<file path="src/rtl/easy_fifo_pkg.sv">
// Shared types and helpers for the easy_fifo read-side burst gate.
package easy_fifo_pkg;

  typedef enum logic [1:0] {
    ST_IDLE  = 2'd0,
    ST_BURST = 2'd1,
    ST_HOLD  = 2'd2
  } burst_state_t;

  // Level counters need one extra bit so that "completely full" is representable.
  function automatic int cnt_w(input int depth);
    return $clog2(depth) + 1;
  endfunction

endpackage

</file>
<file path="src/rtl/easy_fifo_axis_skid.sv">
// 2-entry registered AXIS skid; head register drives the output directly.
// Handshake: a beat moves on a port when valid and ready are both high at a rising clock edge.
module easy_fifo_axis_skid #(
  parameter int W = 33
) (
  input  logic         clk,
  input  logic         rst,
  input  logic [W-1:0] in_data,
  input  logic         in_valid,
  output logic         in_ready,
  output logic [W-1:0] out_data,
  output logic         out_valid,
  input  logic         out_ready
);

  logic [W-1:0] head_q;
  logic [W-1:0] tail_q;
  logic [1:0]   count_q;
  logic         push;
  logic         pop;

  assign in_ready  = (count_q != 2'd2);
  assign out_valid = (count_q != 2'd0);
  assign out_data  = head_q;
  assign push      = in_valid && in_ready;
  assign pop       = out_valid && out_ready;

  always_ff @(posedge clk) begin
    if (rst) begin
      head_q  <= '0;
      tail_q  <= '0;
      count_q <= 2'd0;
    end else begin
      // New beat goes straight to the head when the head is free or leaving this cycle.
      if (push && ((count_q == 2'd0) || ((count_q == 2'd1) && pop))) begin
        head_q <= in_data;
      end else if (pop && (count_q == 2'd2)) begin
        head_q <= tail_q;
      end
      if (push && (count_q == 2'd1) && !pop) begin
        tail_q <= in_data;
      end
      if (push && !pop) begin
        count_q <= count_q + 2'd1;
      end else if (!push && pop) begin
        count_q <= count_q - 2'd1;
      end
    end
  end

endmodule

</file>
<file path="src/rtl/easy_fifo_axis_burst_gate.sv">
// Gates FIFO output into fixed-length, gap-free AXIS bursts with tlast on the final beat.
// Optional partial-burst release on idle timeout is enabled by EASY_FIFO_BURST_TIMEOUT_EN.
module easy_fifo_axis_burst_gate
  import easy_fifo_pkg::*;
#(
  parameter int DWIDTH    = 32,
  parameter int DEPTH     = 16,
  parameter int BURST_LEN = 8,
  parameter int HOLDOFF   = 2,
  parameter int TIMEOUT   = 64,
  localparam int CW       = cnt_w(DEPTH)
) (
  input  logic              clk,
  input  logic              rst,
  input  logic [DWIDTH-1:0] s_axis_tdata,
  input  logic              s_axis_tvalid,
  output logic              s_axis_tready,
  input  logic [CW-1:0]     fifo_cnt,
  output logic [DWIDTH-1:0] m_axis_tdata,
  output logic              m_axis_tvalid,
  input  logic              m_axis_tready,
  output logic              m_axis_tlast,
  output logic              busy,
  output logic [15:0]       burst_count,
  output burst_state_t      state
);

  localparam int HW = $clog2(HOLDOFF + 1);

  if ((BURST_LEN < 1) || (BURST_LEN > DEPTH)) begin : g_bad_burst_len
    $error("BURST_LEN must be within 1..DEPTH");
  end
  if ((HOLDOFF < 1) || (TIMEOUT < 1)) begin : g_bad_timing
    $error("HOLDOFF and TIMEOUT must be at least 1");
  end

  burst_state_t  state_q, state_d;
  logic [CW-1:0] beat_rem_q, beat_rem_d;
  logic [HW-1:0] hold_q, hold_d;
  logic [15:0]   count_q, count_d;
  logic          skid_ready;
  logic          in_burst;
  logic          last_beat;
  logic          s_fire;

  assign in_burst      = (state_q == ST_BURST);
  assign last_beat     = (beat_rem_q == CW'(1));
  assign s_axis_tready = !rst && in_burst && skid_ready;
  assign s_fire        = s_axis_tvalid && s_axis_tready;
  assign busy          = in_burst;
  assign burst_count   = count_q;
  assign state         = state_q;

`ifdef EASY_FIFO_BURST_TIMEOUT_EN
  localparam int TW = $clog2(TIMEOUT + 1);
  logic [TW-1:0] timer_q, timer_d;
`endif

  always_comb begin
    state_d    = state_q;
    beat_rem_d = beat_rem_q;
    hold_d     = hold_q;
    count_d    = count_q;
`ifdef EASY_FIFO_BURST_TIMEOUT_EN
    timer_d    = '0;
`endif
    unique case (state_q)
      ST_IDLE: begin
        hold_d = '0;
        if (fifo_cnt >= CW'(BURST_LEN)) begin
          beat_rem_d = CW'(BURST_LEN);
          state_d    = ST_BURST;
        end
`ifdef EASY_FIFO_BURST_TIMEOUT_EN
        else if (fifo_cnt != '0) begin
          // Partial level lingering too long: release whatever is there as a short burst.
          if (timer_q == TW'(TIMEOUT - 1)) begin
            beat_rem_d = fifo_cnt;
            state_d    = ST_BURST;
          end else begin
            timer_d = timer_q + TW'(1);
          end
        end
`endif
      end
      ST_BURST: begin
        if (s_fire) begin
          beat_rem_d = beat_rem_q - CW'(1);
          if (last_beat) begin
            count_d = count_q + 16'd1;
            hold_d  = '0;
            state_d = ST_HOLD;
          end
        end
      end
      ST_HOLD: begin
        // fifo_cnt may still include words just read; wait it out before trusting it.
        if (hold_q == HW'(HOLDOFF - 1)) begin
          state_d = ST_IDLE;
        end else begin
          hold_d = hold_q + HW'(1);
        end
      end
      default: state_d = ST_IDLE;
    endcase
  end

  always_ff @(posedge clk) begin
    if (rst) begin
      state_q    <= ST_IDLE;
      beat_rem_q <= '0;
      hold_q     <= '0;
      count_q    <= '0;
    end else begin
      state_q    <= state_d;
      beat_rem_q <= beat_rem_d;
      hold_q     <= hold_d;
      count_q    <= count_d;
    end
  end

`ifdef EASY_FIFO_BURST_TIMEOUT_EN
  always_ff @(posedge clk) begin
    if (rst) begin
      timer_q <= '0;
    end else begin
      timer_q <= timer_d;
    end
  end
`endif

  easy_fifo_axis_skid #(
    .W(DWIDTH + 1)
  ) u_skid (
    .clk       (clk),
    .rst       (rst),
    .in_data   ({last_beat, s_axis_tdata}),
    .in_valid  (s_axis_tvalid && in_burst && !rst),
    .in_ready  (skid_ready),
    .out_data  ({m_axis_tlast, m_axis_tdata}),
    .out_valid (m_axis_tvalid),
    .out_ready (m_axis_tready)
  );

endmodule
</file>
<file path="config.mk">
export PLATFORM = sky130hd
export DESIGN_NAME = easy_fifo_axis_burst_gate
export DESIGN_NICKNAME = d
export VERILOG_FILES = /design/src/rtl/easy_fifo_pkg.sv /design/src/rtl/easy_fifo_axis_skid.sv /design/src/rtl/easy_fifo_axis_burst_gate.sv
export SDC_FILE = /design/constraint.sdc
export NUM_CORES = 1
export LEC_CHECK = 0
export CAP_MARGIN = 20
export CORE_UTILIZATION = 56
export CTS_BUF_LIST = sky130_fd_sc_hd__clkbuf_2
export DETAILED_ROUTE_END_ITERATION = 12
export MAX_ROUTING_LAYER = met4
export PLACE_DENSITY = 0.93
export SYNTH_ARGS = -nofsm -noshare
export SYNTH_HDL_FRONTEND = slang
export SYNTH_SLANG_ARGS = --single-unit
export TNS_END_PERCENT = 20
</file>
<file path="constraint.sdc">
create_clock -name clk -period 5.62 [get_ports clk]
set_clock_uncertainty 0.1 [all_clocks]
set_input_delay 1.124 -clock clk [delete_from_list [all_inputs] [get_ports clk]]
set_output_delay 1.124 -clock clk [all_outputs]
set_load 0.05 [all_outputs]
</file>
==> results of run 1 <==
==> final timing paths <==
path / to / slack (ns)
hold reg to reg: u_skid.tail_q[18] / 0.37
setup reg to reg: u_skid.out_data[11] / 2.85
hold / removal: u_skid.tail_q[18] / 0.37
setup / recovery: busy / 1.85
==> layout make-up <==
class / instances / area [sq um] / area share [%]
Timing Repair Buffer: 96 / 946 / 18.3
Clock inverter: 6 / 47.5 / 0.920
Clock buffer: 9 / 45.0 / 0.871
Multi-Input combinational cell: 322 / 2120 / 40.9
Inverter: 8 / 30.0 / 0.581
Tap cell: 99 / 124 / 2.40
Sequential cell: 93 / 1860 / 36.0
==> through the flow <==
step | total power, mW | utilization (%) | area (sq um)
after detailed placement | 1.21 | 70.0 | 5080
after CTS | 1.49 | 71.3 | 5170
final | 1.48 | 71.3 | 5170
after global placement | 1.19 | 70.0 | 5080
after floorplan | 1.07 | - | 4180
after global routing | 1.56 | 71.3 | 5170
==> worst max-delay path: cells and delay by family, from the launching register on <==
kind | cells | cell delay [ns]
AND/OR/NAND/NOR | 1 | 0.21
buffers and inverters | 2 | 1.25
flip-flops | 1 | 0.55
==> sequential cells by signal (all words and copies together), names as in the netlist <==
name / cells
beat_rem_q: 5
burst_count: 16
u_skid.count_q: 2
u_skid.out_data: 33
state: 2
u_skid.tail_q: 33
hold_q: 2
==> layer usage <==
metal	global-route usage (%)	vias to the layer above	wire (microns)
met2	42.9	93	4730
met1	28.8	1736	3970
met5	-	-	0
met3	3.82	11	572
met4	9.38	0	106
li1	-	1762	-
==> logic make-up (layout without fill, tap and decap cells) <==
family | count (synthesis) | in the layout | synth area share [%]
AND/OR/NAND/NOR | 170 | 170 | 19.3
AO/OA/AOI/OAI | 104 | 104 | 19.3
flip-flops | 93 | 93 | 44.5
buffers and inverters | 39 | 119 | 5.08
multiplexers | 34 | 34 | 8.16
adder cells (fa/ha/maj) | 8 | 8 | 2.39
XOR/XNOR | 6 | 6 | 1.26
==> report_power, final <==
| group | switching, mW | total, mW | internal (mW) |
|---|---|---|---|
| Sequential | 0.0290 | 0.737 | 0.708 |
| Clock | 0.230 | 0.290 | 0.0601 |
| Combinational | 0.287 | 0.458 | 0.171 |
==> placed cells by master, fill, tap and decap left out, types with 2 or more instances in the layout <==
master	n
sky130_fd_sc_hd__inv_1	8
sky130_fd_sc_hd__o31ai_1	10
sky130_fd_sc_hd__a211oi_2	30
sky130_fd_sc_hd__a21oi_1	50
sky130_fd_sc_hd__buf_4	6
sky130_fd_sc_hd__nand2_1	80
sky130_fd_sc_hd__nor2_1	48
sky130_fd_sc_hd__a211oi_1	5
sky130_fd_sc_hd__nand2b_1	2
sky130_fd_sc_hd__or4_1	9
sky130_fd_sc_hd__ha_1	8
sky130_fd_sc_hd__nor3_1	3
sky130_fd_sc_hd__a32oi_1	2
sky130_fd_sc_hd__nand4_1	6
sky130_fd_sc_hd__clkdlybuf4s50_1	90
sky130_fd_sc_hd__nand3_2	2
sky130_fd_sc_hd__clkbuf_2	9
sky130_fd_sc_hd__and3_1	3
sky130_fd_sc_hd__or3_1	3
sky130_fd_sc_hd__o21ai_0	2
sky130_fd_sc_hd__nand3_1	4
sky130_fd_sc_hd__clkinv_4	2
sky130_fd_sc_hd__dfxtp_1	93
sky130_fd_sc_hd__a311oi_1	3
sky130_fd_sc_hd__mux2i_1	33
sky130_fd_sc_hd__inv_6	2
sky130_fd_sc_hd__xor2_1	5
sky130_fd_sc_hd__and4_1	3
==> Flow_metrics.wiki, run 1 <==
{| class="wikitable"
! Metric !! Value
|-
| # clock sinks || 93
|-
| Endpoints failing setup || 0
|-
| Signed area change from the synthesized netlist to the final layout || 23.6%
|-
| Slew at the pin closest to its max-slew limit || 0.697 ns
|-
| Kind of end point of the critical path || primary output
|-
| Main area contributors after synthesis || sky130_fd_sc_hd__dfxtp_1 (44%), sky130_fd_sc_hd__a211oi_2 (9.0%), sky130_fd_sc_hd__mux2i_1 (7.9%), sky130_fd_sc_hd__nand2_1 (7.2%), sky130_fd_sc_hd__a21oi_1 (6.0%)
|-
| Hold path start || u_skid.tail_q[18]
|-
| Cells on worst reg2reg path || 7
|-
| Hold WS || 0.372 ns
|-
| Worst setup path start || state[0]
|-
| Clock Tree Root || sky130_fd_sc_hd__clkbuf_2
|-
| Wire length per cell || 14.8 microns
|-
| Yosys reg bits || 93
|-
| Top cell type's share of synthesized area || 44.5%
|-
| Share of synthesized registers carrying an async set or reset || 0%
|-
| Floorplan Core Area || 7250 sq um
|-
| Sequential cell area fraction in the yosys report || 44.5%
|-
| Number of hold-repair buffers added at the cts stage || 0
|-
| Starting density of the core || 57.7%
|-
| Critical path type || reg2out
|-
| Clock tree from TritonCTS || built
|-
| Critical path data arrival time || 2.55 ns
|-
| DRT Wirelength || 9380 microns
|-
| Launching point of the worst reg2reg path || u_skid.count_q[0]
|-
| Width of the die || 88.4 microns
|-
| Full die area || 7820 sq um
|-
| Top cells by instance count after synthesis || sky130_fd_sc_hd__dfxtp_1 (93), sky130_fd_sc_hd__nand2_1 (80), sky130_fd_sc_hd__a21oi_1 (50), sky130_fd_sc_hd__nor2_1 (48), sky130_fd_sc_hd__mux2i_1 (33)
|-
| Instance count of the mapped netlist || 454
|-
| Maximum number of pins on one net before global-route repair || 55
|-
| Post-Syn Nets || 503
|-
| Most frequently used cell type in the post-synthesis netlist || sky130_fd_sc_hd__dfxtp_1
|-
| Number of global-route vias before repair || 3340
|-
| Peak clock frequency supported by timing || 0.265 GHz
|-
| Hold Vio Cnt, Final || 0
|-
| Worst min-delay path class || reg2reg
|-
| DRT antenna net count || 0
|-
| Unique cell type count in the Yosys netlist || 39
|-
| Number of antenna violations at the first check in global routing || 0
|-
| Worst path setup slack after routing || 1.85 ns
|-
| Critical path data required time || 4.40 ns
|-
| I/O Buffers || 91
|-
| Pre-CTS setup slack || 1.68 ns
|-
| Post-route DRC violation count || 0
|-
| Total via count in the routed design || 3602
|-
| Cell type contributing the most total cell area after synthesis || sky130_fd_sc_hd__dfxtp_1
|-
| Setup TNS after final layout || 0 ns
|-
| Routability congestion estimate || 0.799
|-
| Iter 0 DRT Violations || 156
|-
| Via count normalized by instance count || 5.69
|-
| Count of instances resized after the clock tree is built || 0
|-
| Power Dens Cells || 287 nW/um^2
|-
| Wire length of the first global-routing pass || 14800 microns
|-
| CP Cell Sequence || nand2b_1 > inv_1 > clkdlybuf4s50_1
|-
| Filler cell count || 535
|-
| 1st-pass router iterations || 4
|-
| Mapped Area || 4180 sq um
|-
| Max H-tree Level || 3
|-
| Clock buffer depth || 2
|-
| Worst skew pair latency || 0.54 ns
|-
| Reported max-cap violation count || 0
|-
| Maximum single-stage delay on the critical path || 0.88 ns
|-
| Relative slew slack || 53.5%
|-
| Clock edge transition at the registers on the reported setup and hold paths || 0.26 ns
|-
| CP startpoint kind || flip-flop
|-
| Synth Flop Type || sky130_fd_sc_hd__dfxtp_1
|-
| Post-synth EDFFs || 0
|-
| Count of standard-cell rows || 31
|-
| Fin crit share || 67.1%
|-
| Placed Cells || 618
|-
| Mean cell area of the mapped netlist || 9.22 sq um
|-
| Count of warnings emitted by yosys || 0
|-
| Standard cell with the maximum stage delay on the critical path || sky130_fd_sc_hd__clkdlybuf4s50_1
|-
| Final standard cell count with taps included and fillers excluded || 633
|-
| Leakage power || 1.95 nW
|-
| Cts bufs inserted || 9
|-
| I/O pin count || 95
|-
| Aggregate global-route resource usage || 24.8%
|-
| Leftover overflow at the end of global routing || 0
|-
| Unrepaired setup endpoints after global routing || no
|-
| Die boundary height || 88.4 microns
|-
| Number of pins exceeding their max-slew limit in the final report || 0
|-
| DP HPWL || 6310 microns
|-
| Largest fanout on the critical path || 11
|-
| Ant. Diodes || 0
|-
| Status || finished clean
|-
| Worst-case vdd ir drop || 0.000120 V
|-
| Final critical delay including setup and external delays || 3.77 ns
|-
| Final #Nets || 579
|-
| Hold-critical path depth || 2
|-
| Fraction of layout instances using a drive strength above 1 || 11.2%
|-
| Post-CTS Setup Repair Bufs || 0
|}
Power figures use the tool's default switching activity.
==> run 2: changes to the inputs <==
--- a/config.mk
+++ b/config.mk
@@ -6,11 +6,11 @@
 export NUM_CORES = 1
 export LEC_CHECK = 0
 export CAP_MARGIN = 20
-export CORE_UTILIZATION = 56
+export CORE_UTILIZATION = 52
 export CTS_BUF_LIST = sky130_fd_sc_hd__clkbuf_2
 export DETAILED_ROUTE_END_ITERATION = 12
 export MAX_ROUTING_LAYER = met4
-export PLACE_DENSITY = 0.93
+export PLACE_DENSITY = 0.87
 export SYNTH_ARGS = -nofsm -noshare
 export SYNTH_HDL_FRONTEND = slang
 export SYNTH_SLANG_ARGS = --single-unit
==> constraint.sdc (replaced) <==
create_clock -name clk -period 3.56 [get_ports clk]
set_clock_uncertainty 0.1 [all_clocks]
set_input_delay 0.712 -clock clk [delete_from_list [all_inputs] [get_ports clk]]
set_output_delay 0.712 -clock clk [all_outputs]
set_load 0.05 [all_outputs]
==> Flow_metrics.wiki, run 2 (synthesized netlist as in run 1, its figures left out) <==
{| class="wikitable"
! Metric !! Value
|-
| Leakage power || 1.99 nW (+2.5%)
|-
| Aggregate global-route resource usage || 23.2% (-1.6 points)
|-
| Design area || 5270 sq um (+1.9%)
|-
| Status || finished clean
|-
| Clock buffer depth || 2 (unchanged)
|-
| Timing endpoint of the critical path || busy
|-
| Worst-case vdd ir drop || 0.000235 V (+95%)
|-
| Signed area change from the synthesized netlist to the final layout || 26.0%
|-
| Commonest non-fill, non-tap cell in the layout || sky130_fd_sc_hd__dfxtp_1
|-
| Total via count in the routed design || 3551 (-1.4%)
|-
| Clock tree from TritonCTS || built
|-
| Worst setup path start || state[0]
|-
| Final #Nets || 580 (+0.17%)
|-
| Critical path type || reg2out
|-
| Starting density of the core || 53.9% (-3.8 points)
|-
| Number of hold-repair buffers added at the cts stage || 0 (unchanged)
|-
| Cts bufs inserted || 9 (unchanged)
|-
| Cells on worst reg2reg path || 7 (unchanged)
|-
| # clock sinks || 93 (unchanged)
|-
| Wire length per cell || 14.6 microns (-1.3%)
|-
| Maximum number of pins on one net before global-route repair || 92 (+67%)
|-
| Width of the die || 91.7 microns (+3.7%)
|-
| Setup TNS after final layout || 0 ns (unchanged)
|-
| DP HPWL || 6150 microns (-2.4%)
|-
| Peak clock frequency supported by timing || 0.299 GHz
|-
| Post-route DRC violation count || 0 (unchanged)
|-
| Commonest cells after routing, fill and taps aside || sky130_fd_sc_hd__dfxtp_1 (93), sky130_fd_sc_hd__clkdlybuf4s50_1 (90), sky130_fd_sc_hd__nand2_1 (80), sky130_fd_sc_hd__a21oi_1 (50), sky130_fd_sc_hd__nor2_1 (48)
|-
| Worst skew pair latency || 0.52 ns (-0.02 ns)
|-
| Fraction of layout instances using a drive strength above 1 || 11.6% (+0.33 points)
|-
| Number of global-route vias before repair || 3323 (-0.51%)
|-
| Die boundary height || 91.7 microns (+3.7%)
|-
| Via count normalized by instance count || 5.57 (-2.2%)
|-
| Floorplan Core Area || 7770 sq um (+7.1%)
|-
| Filler cell count || 630 (+18%)
|-
| DRT Wirelength || 9320 microns (-0.57%)
|-
| Count of instances resized after the clock tree is built || 0 (unchanged)
|-
| End of the worst register-to-register path || u_skid.out_data[14]
|-
| Iter 0 DRT Violations || 131 (-16%)
|-
| Total power || 2.56 mW (+73%)
|-
| Reg2Reg Setup Slack || 0.95 ns (-1.90 ns)
|-
| Critical path data required time || 2.75 ns (-1.65 ns)
|-
| Multi-input logic area || 2120 sq um (unchanged)
|-
| Power Dens Cells || 486 nW/um^2 (+69%)
|-
| Critical path data arrival time || 2.53 ns (-0.02 ns)
|-
| Ant. Diodes || 0 (unchanged)
|-
| Max H-tree Level || 3 (unchanged)
|-
| Worst min-delay path class || in2reg
|-
| Leftover overflow at the end of global routing || 0 (unchanged)
|-
| Sequential cell area in the final layout || 1860 sq um (unchanged)
|-
| Hold Vio Cnt, Final || 0 (unchanged)
|-
| Count of standard-cell rows || 32 (+3.2%)
|-
| Clock Tree Root || sky130_fd_sc_hd__clkbuf_2
|-
| Largest fanout on the critical path || 11 (unchanged)
|-
| Fin crit share || 94.0%
|-
| Endpoints failing setup || 0 (unchanged)
|-
| Kind of end point of the critical path || primary output
|-
| Slew at the pin closest to its max-slew limit || 1.09 ns (+0.394 ns)
|-
| Unrepaired setup endpoints after global routing || no
|-
| 1st-pass router iterations || 4 (unchanged)
|-
| Wire length of the first global-routing pass || 15500 microns (+4.3%)
|-
| Routability congestion estimate || 0.824 (+3.1%)
|-
| Reported max-cap violation count || 0 (unchanged)
|-
| Full die area || 8410 sq um (+7.5%)
|-
| Cell area after placement || 5100 sq um (+0.47%)
|-
| Launching point of the worst reg2reg path || u_skid.count_q[0]
|-
| Hold path start || rst
|-
| Number of antenna violations at the first check in global routing || 0 (unchanged)
|-
| Hold WS || 0.275 ns (-0.0970 ns)
|-
| Clock edge transition at the registers on the reported setup and hold paths || 0.25 ns (about the same)
|-
| I/O pin count || 95 (unchanged)
|-
| CP startpoint kind || flip-flop
|-
| Number of pins exceeding their max-slew limit in the final report || 0 (unchanged)
|-
| Post-CTS Setup Repair Bufs || 0 (unchanged)
|-
| DRT antenna net count || 0 (unchanged)
|-
| Final critical delay including setup and external delays || 3.34 ns
|-
| Relative slew slack || 27.3% (-26 points)
|-
| I/O Buffers || 91 (unchanged)
|}
==> run 2: layout make-up <==
| type | instances | share of cell area, % |
|---|---|---|
| well taps | 102 | 2.42 |
| multi-input cells | 322 | 40.1 |
| inverters | 8 | 0.570 |
| clock buffers | 10 | 0.950 |
| clock inverters | 6 | 2.26 |
| flip-flops and latches | 93 | 35.3 |
| repair buffers | 97 | 18.3 |
==> run 2: stage by stage <==
stage	util, %	instances	setup slack [ns]
2_1_floorplan	-	454	0.559
3_3_place_gp	65.7	622	0.548
3_5_place_dp	65.7	622	0.506
4_1_cts	67.8	638	0.204
5_1_grt	67.8	638	0.0680
6_report	67.8	638	0.215
==> run 2: how the worst min path moves through the flow <==
stage                        endpoint  slack [ns]  depth (start not counted)
finish              u_skid.count_q[1]        0.27                          2
global route        u_skid.count_q[1]        0.22                          2
floorplan            u_skid.tail_q[0]        0.33                          2
CTS                 u_skid.count_q[0]        0.24                          2
detailed placement  u_skid.tail_q[26]        0.35                          2
global placement     u_skid.tail_q[3]        0.34                          2
==> run 2: power breakdown <==
group | switching [mW] | internal [mW]
Sequential | 0.0460 | 1.12
Combinational | 0.452 | 0.274
Clock | 0.360 | 0.315
Total | 0.858 | 1.71
==> run 2: routing by layer <==
metal  track usage (%)  routed length [microns]  part of all wire, %
met5                 -                        0                    0
met4              6.51                       59                 0.63
met3              4.48                      520                  5.6
met2              38.9                     4600                   49
met1              28.5                     4140                   44
==> run 2: worst max-delay path, stage by stage (launching register included) <==
cell,delay (ns)
sky130_fd_sc_hd__dfxtp_1,0.55
sky130_fd_sc_hd__nand2b_1,0.21
sky130_fd_sc_hd__inv_1,0.37
sky130_fd_sc_hd__clkdlybuf4s50_1,0.89
==> edit 1, RTL diff (flow settings as in run 2) <==
Change the parameter `DWIDTH` from 32 to 24.
--- a/src/rtl/easy_fifo_axis_burst_gate.sv
+++ b/src/rtl/easy_fifo_axis_burst_gate.sv
@@ -3,7 +3,7 @@
 module easy_fifo_axis_burst_gate
   import easy_fifo_pkg::*;
 #(
-  parameter int DWIDTH    = 32,
+  parameter int DWIDTH    = 24,
   parameter int DEPTH     = 16,
   parameter int BURST_LEN = 8,
   parameter int HOLDOFF   = 2,
Ports: changed (resized m_axis_tdata and s_axis_tdata); port bits go from 95 to 79. The function was not compared with the original's and may differ.
==> edit 1 against run 2 <==
Highest routed layer unchanged; largest power group unchanged; sequential power shrank 17%; cell count down 12%; final area shrank 19%; critical endpoint is now s_axis_tready; count of clock-buffer cells in the layout unchanged; routed wire length is 15% lower; maximum frequency is 6.2% higher; setup slack better by 0.19 ns; utilization decreased by 1.2 points; total power down 24%; sequential cell count fell by 16; area after synthesis decreased by 17%; critical path depth did not move.
==> edit 1: results (changes against run 2) <==
- The flow ran to the end, and the final reports show no timing, DRC or antenna violations.
- The post-synth net total was 459 (-8.7%).
- The proportion of layout cells with a drive suffix above 1 is 0.07231 (-0.04336).
- The global-route wire length before repair is 13,440 um (-13%).
- The sequential share of the synthesized area is 0.4444 (-0.0005316).
- The number of nets in the final layout is 520 (-10%).
- The achievable clock frequency was 0.3174 GHz (+6.2%).
- The global routing met1 resource utilization is 0.2753 (-0.009849).
- The wire length the detailed router placed on met1 is 3481 um (-16%).
- The combinational power is 0.616 mW (-15%).
- The worst hold slack across all endpoints is 0.3686 ns (+0.09365 ns).
- The worst reg2reg path endpoint is u_skid.out_data[8]$_SDFFE_PP0P_.
- The count of inverters other than clock inverters in the layout was 11 (+3).
- The min-delay analysis places its worst path in the category reg2reg.
- In this run the most critical hold path is launched from u_skid.tail_q[1]$_SDFFE_PP0P_.
- The via count of the first global-routing pass is 3,073 (-7.5%).
- After synthesis, the most frequently instantiated cells are 83 x nand2_1, 77 x dfxtp_1, 43 x a21oi_1.
- The transition time of the tightest slew-check pin is 0.8625 ns (-0.2287 ns).
- The capture endpoint of the worst hold path is u_skid.tail_q[1]$_SDFFE_PP0P_.
- After synthesis, the cell types taking the most area are dfxtp_1 44%, nand2_1 9.0%, a311oi_1 6.3%.
- The placement-stage cell area was 4178 um^2 (-18%).
- The die span in x was 83.67 um (-8.8%).
- The post-detailed-route wirelength per cell is 14.13 um (-3.3%).
- The met3 wire length is 381 um (-27%).
- The per-cell via count in the routed design is 5.777 (+3.8%).
- The sum of net half-perimeters after detailed placement came to 5243 um (-15%).
- The final-layout fill cell count was 531 (-16%).
- The buffering overhead is 0.1875 (+0.004196).
- The number of input and output port buffers inserted is 75 (-18%).
- The number of DRC markers in iteration 0 is 203 (+55%).
- The arrival time of data at the critical path endpoint is 2.34 ns (-0.19 ns).
- The length of routed met2 wiring is 3929 um (-15%).
- In this run the worst setup path terminates at s_axis_tready.
- The cell total after placement is 545 (-12%).
- The non-clock buffer instance count of the final layout was 82 (-15%).
- The synthesized flop and latch total is 77 (-17%).
- The fraction of area in clock buffers and inverters is 0.01881 (-0.01324).
- The peak supply drop is 0.0002624 V (+12%).
- The number of distinct library cell variants in the gate-level netlist after synthesis is 43 (+10%).
- The maximum number of pins on one net before global-route repair was 51 (-45%).
- The register cell area after layout is 1541 um^2 (-17%).
- The mean area per synthesized cell came to 8.297 um^2 (-10%).
- The global placement routability congestion is 0.8087 (-1.8%).
- The overall track demand over capacity in global routing came to 0.2386 (+0.006782).
- The fraction of standard cell area in multi-input logic was 0.3994 (-0.002119).
- The register share of total power is 0.492 (+0.038).
- The multi-input gate count is 298 (-7.5%).
- The proportion of total power due to net switching is 0.3778 (+0.04311).
- The minimum setup slack after placement is 0.4847 ns (-0.02128 ns).
- The setup slack of the most critical reg-to-reg path came to 0.74 ns (-0.21 ns).
## edit 1: cell count changes in the layout (fill, tap and decap cells not counted), moves of 16 or more
cell                    run 2  this run
nand3_1                     4        35
dfxtp_1                    93        77
mux2i_1                    33         1
clkdlybuf4s50_1            90        74
a311oi_1                    3        25
a211oi_2                   30         0
## edit 1: worst min-delay path, delay by kind of cell, from the launching register on
kind | cells | cell delay [ns]
and+or+nand+nor | 1 | 0.05
AOI/OAI and AO/OA | 1 | 0.05
DFF | 1 | 0.35
## edit 1: logic make-up (layout without fill, tap and decap cells)
| logic type | Yosys count | count (layout) | share of synthesized area |
|---|---|---|---|
| muxes | 1 | 1 | 0.002886 |
| buffers and inverters | 43 | 109 | 0.06638 |
| AOI/OAI and AO/OA | 92 | 92 | 0.1760 |
| xor gates and xnor gates | 6 | 6 | 0.01515 |
| DFF | 77 | 77 | 0.4444 |
| and+or+nand+nor | 191 | 191 | 0.2662 |
| adders and majority gates | 8 | 8 | 0.02886 |
==> edit 2, RTL diff (config.mk and constraints of run 2) <==
Made on the original files. The option `EASY_FIFO_BURST_TIMEOUT_EN` is turned on by a define.
--- a/src/rtl/easy_fifo_axis_burst_gate.sv
+++ b/src/rtl/easy_fifo_axis_burst_gate.sv
@@ -1,5 +1,7 @@
 // Gates FIFO output into fixed-length, gap-free AXIS bursts with tlast on the final beat.
 // Optional partial-burst release on idle timeout is enabled by EASY_FIFO_BURST_TIMEOUT_EN.
+`define EASY_FIFO_BURST_TIMEOUT_EN
+
 module easy_fifo_axis_burst_gate
   import easy_fifo_pkg::*;
 #(
Formal check against the unedited RTL: same outputs for any inputs over 10 cycles, from zero or initial values and one cycle with rst high; that may be too few to reach the edited logic, so the function may still have changed.
==> edit 2 against run 2 <==
Final area is 4.3% higher; global-route usage is 2.1 points higher; total power is 4.0% higher; area after synthesis is 4.0% higher; worst hold slack better by 0.089 ns; largest cell class unchanged; routed wire length is 14% higher; setup slack better by 0.35 ns; sequential cell count is 7 higher; synthesized cell count is 21% higher; utilization is 0.63 points lower.
==> edit 2: results (changes against run 2) <==
- The run finished with clean final reports.
- The clock latency reported for the late side of the worst-skew pair came to 0.54 ns (+0.02 ns).
- The arrival time of data at the critical path endpoint came to 2.19 ns (-0.34 ns).
- The clock transition time at the flip-flop clock pins of the worst setup and hold paths was 0.23 ns (-0.02 ns).
- The peak fanout along the critical path is 12 (+1).
- The register cell area after layout came to 2002 um^2 (+7.5%).
- The buffering overhead came to 0.1890 (+0.005695).
- The global-route wire length before repair came to 17,290 um (+12%).
- The cell total after placement is 718 (+15%).
- The minimum setup slack after placement was 0.4115 ns (-0.09441 ns).
- The synthesized flop and latch total is 100 (+7.5%).
- The final-layout fill cell count is 683 (+8.4%).
- The net switching power of the design is 0.9621 mW (+12%).
- The sequential share of the synthesized area is 0.4599 (+0.01493).
- The proportion of layout cells with a drive suffix above 1 is 0.05564 (-0.06003).
- The share of the synthesized area in compound gates (AO/OA/AOI/OAI) is 0.1679 (-0.02532).
- The synthesized-area fraction occupied by adder cells is 0.02587 (+0.001946).
- The maximum number of pins on one net before global-route repair is 91 (-1.1%).
- The area inside the core boundary came to 8175 um^2 (+5.3%).
- Compared with the post-synthesis result, the final layout area differs by 26.24%.
- The global placement routability congestion was 0.8568 (+4.0%).
- The length of routed met2 wiring is 5304 um (+15%).
- The global routing met3 resource utilization is 0.04065 (-0.004126).
- The number of nets in the final layout is 674 (+16%).
- The count of inverters other than clock inverters in the layout is 13 (+5).
- The cell with the largest stage delay on the worst path is dfxtp_1.
- The overall track demand over capacity in global routing is 0.2529 (+0.02107).
- The wire length the detailed router placed on met1 is 4630 um (+12%).
- The non-clock buffer instance count of the final layout is 107 (+10%).
## edit 2: changes by cell type after synthesis, moves of 11 or more
cell	delta
a211oi_2	-30
nand2_1	+30
a311oi_1	+33
mux2i_1	-31
nand3_1	+39
clkbuf_1	+18
nor2_1	+11
## edit 2: what timing repair did
action                                  CTS  global route
buffers inserted                          0             0
gates resized for setup                   0             2
endpoints found under the setup margin    0             2
## edit 2: path summary, 6_finish.rpt
path,from,endpoint,slack [ns],cells after the start
worst max-delay path,state[0]$_SDFFE_PP0P_,busy,0.56,3
worst min-delay path,timer_q[0]$_SDFF_PP0_,timer_q[0]$_SDFF_PP0_,0.36,1
worst max register to register,u_skid.count_q[0]$_SDFFE_PP0P_,burst_count[15]$_SDFFE_PP0P_,0.85,6
worst min register to register,timer_q[0]$_SDFF_PP0_,timer_q[0]$_SDFF_PP0_,0.36,1
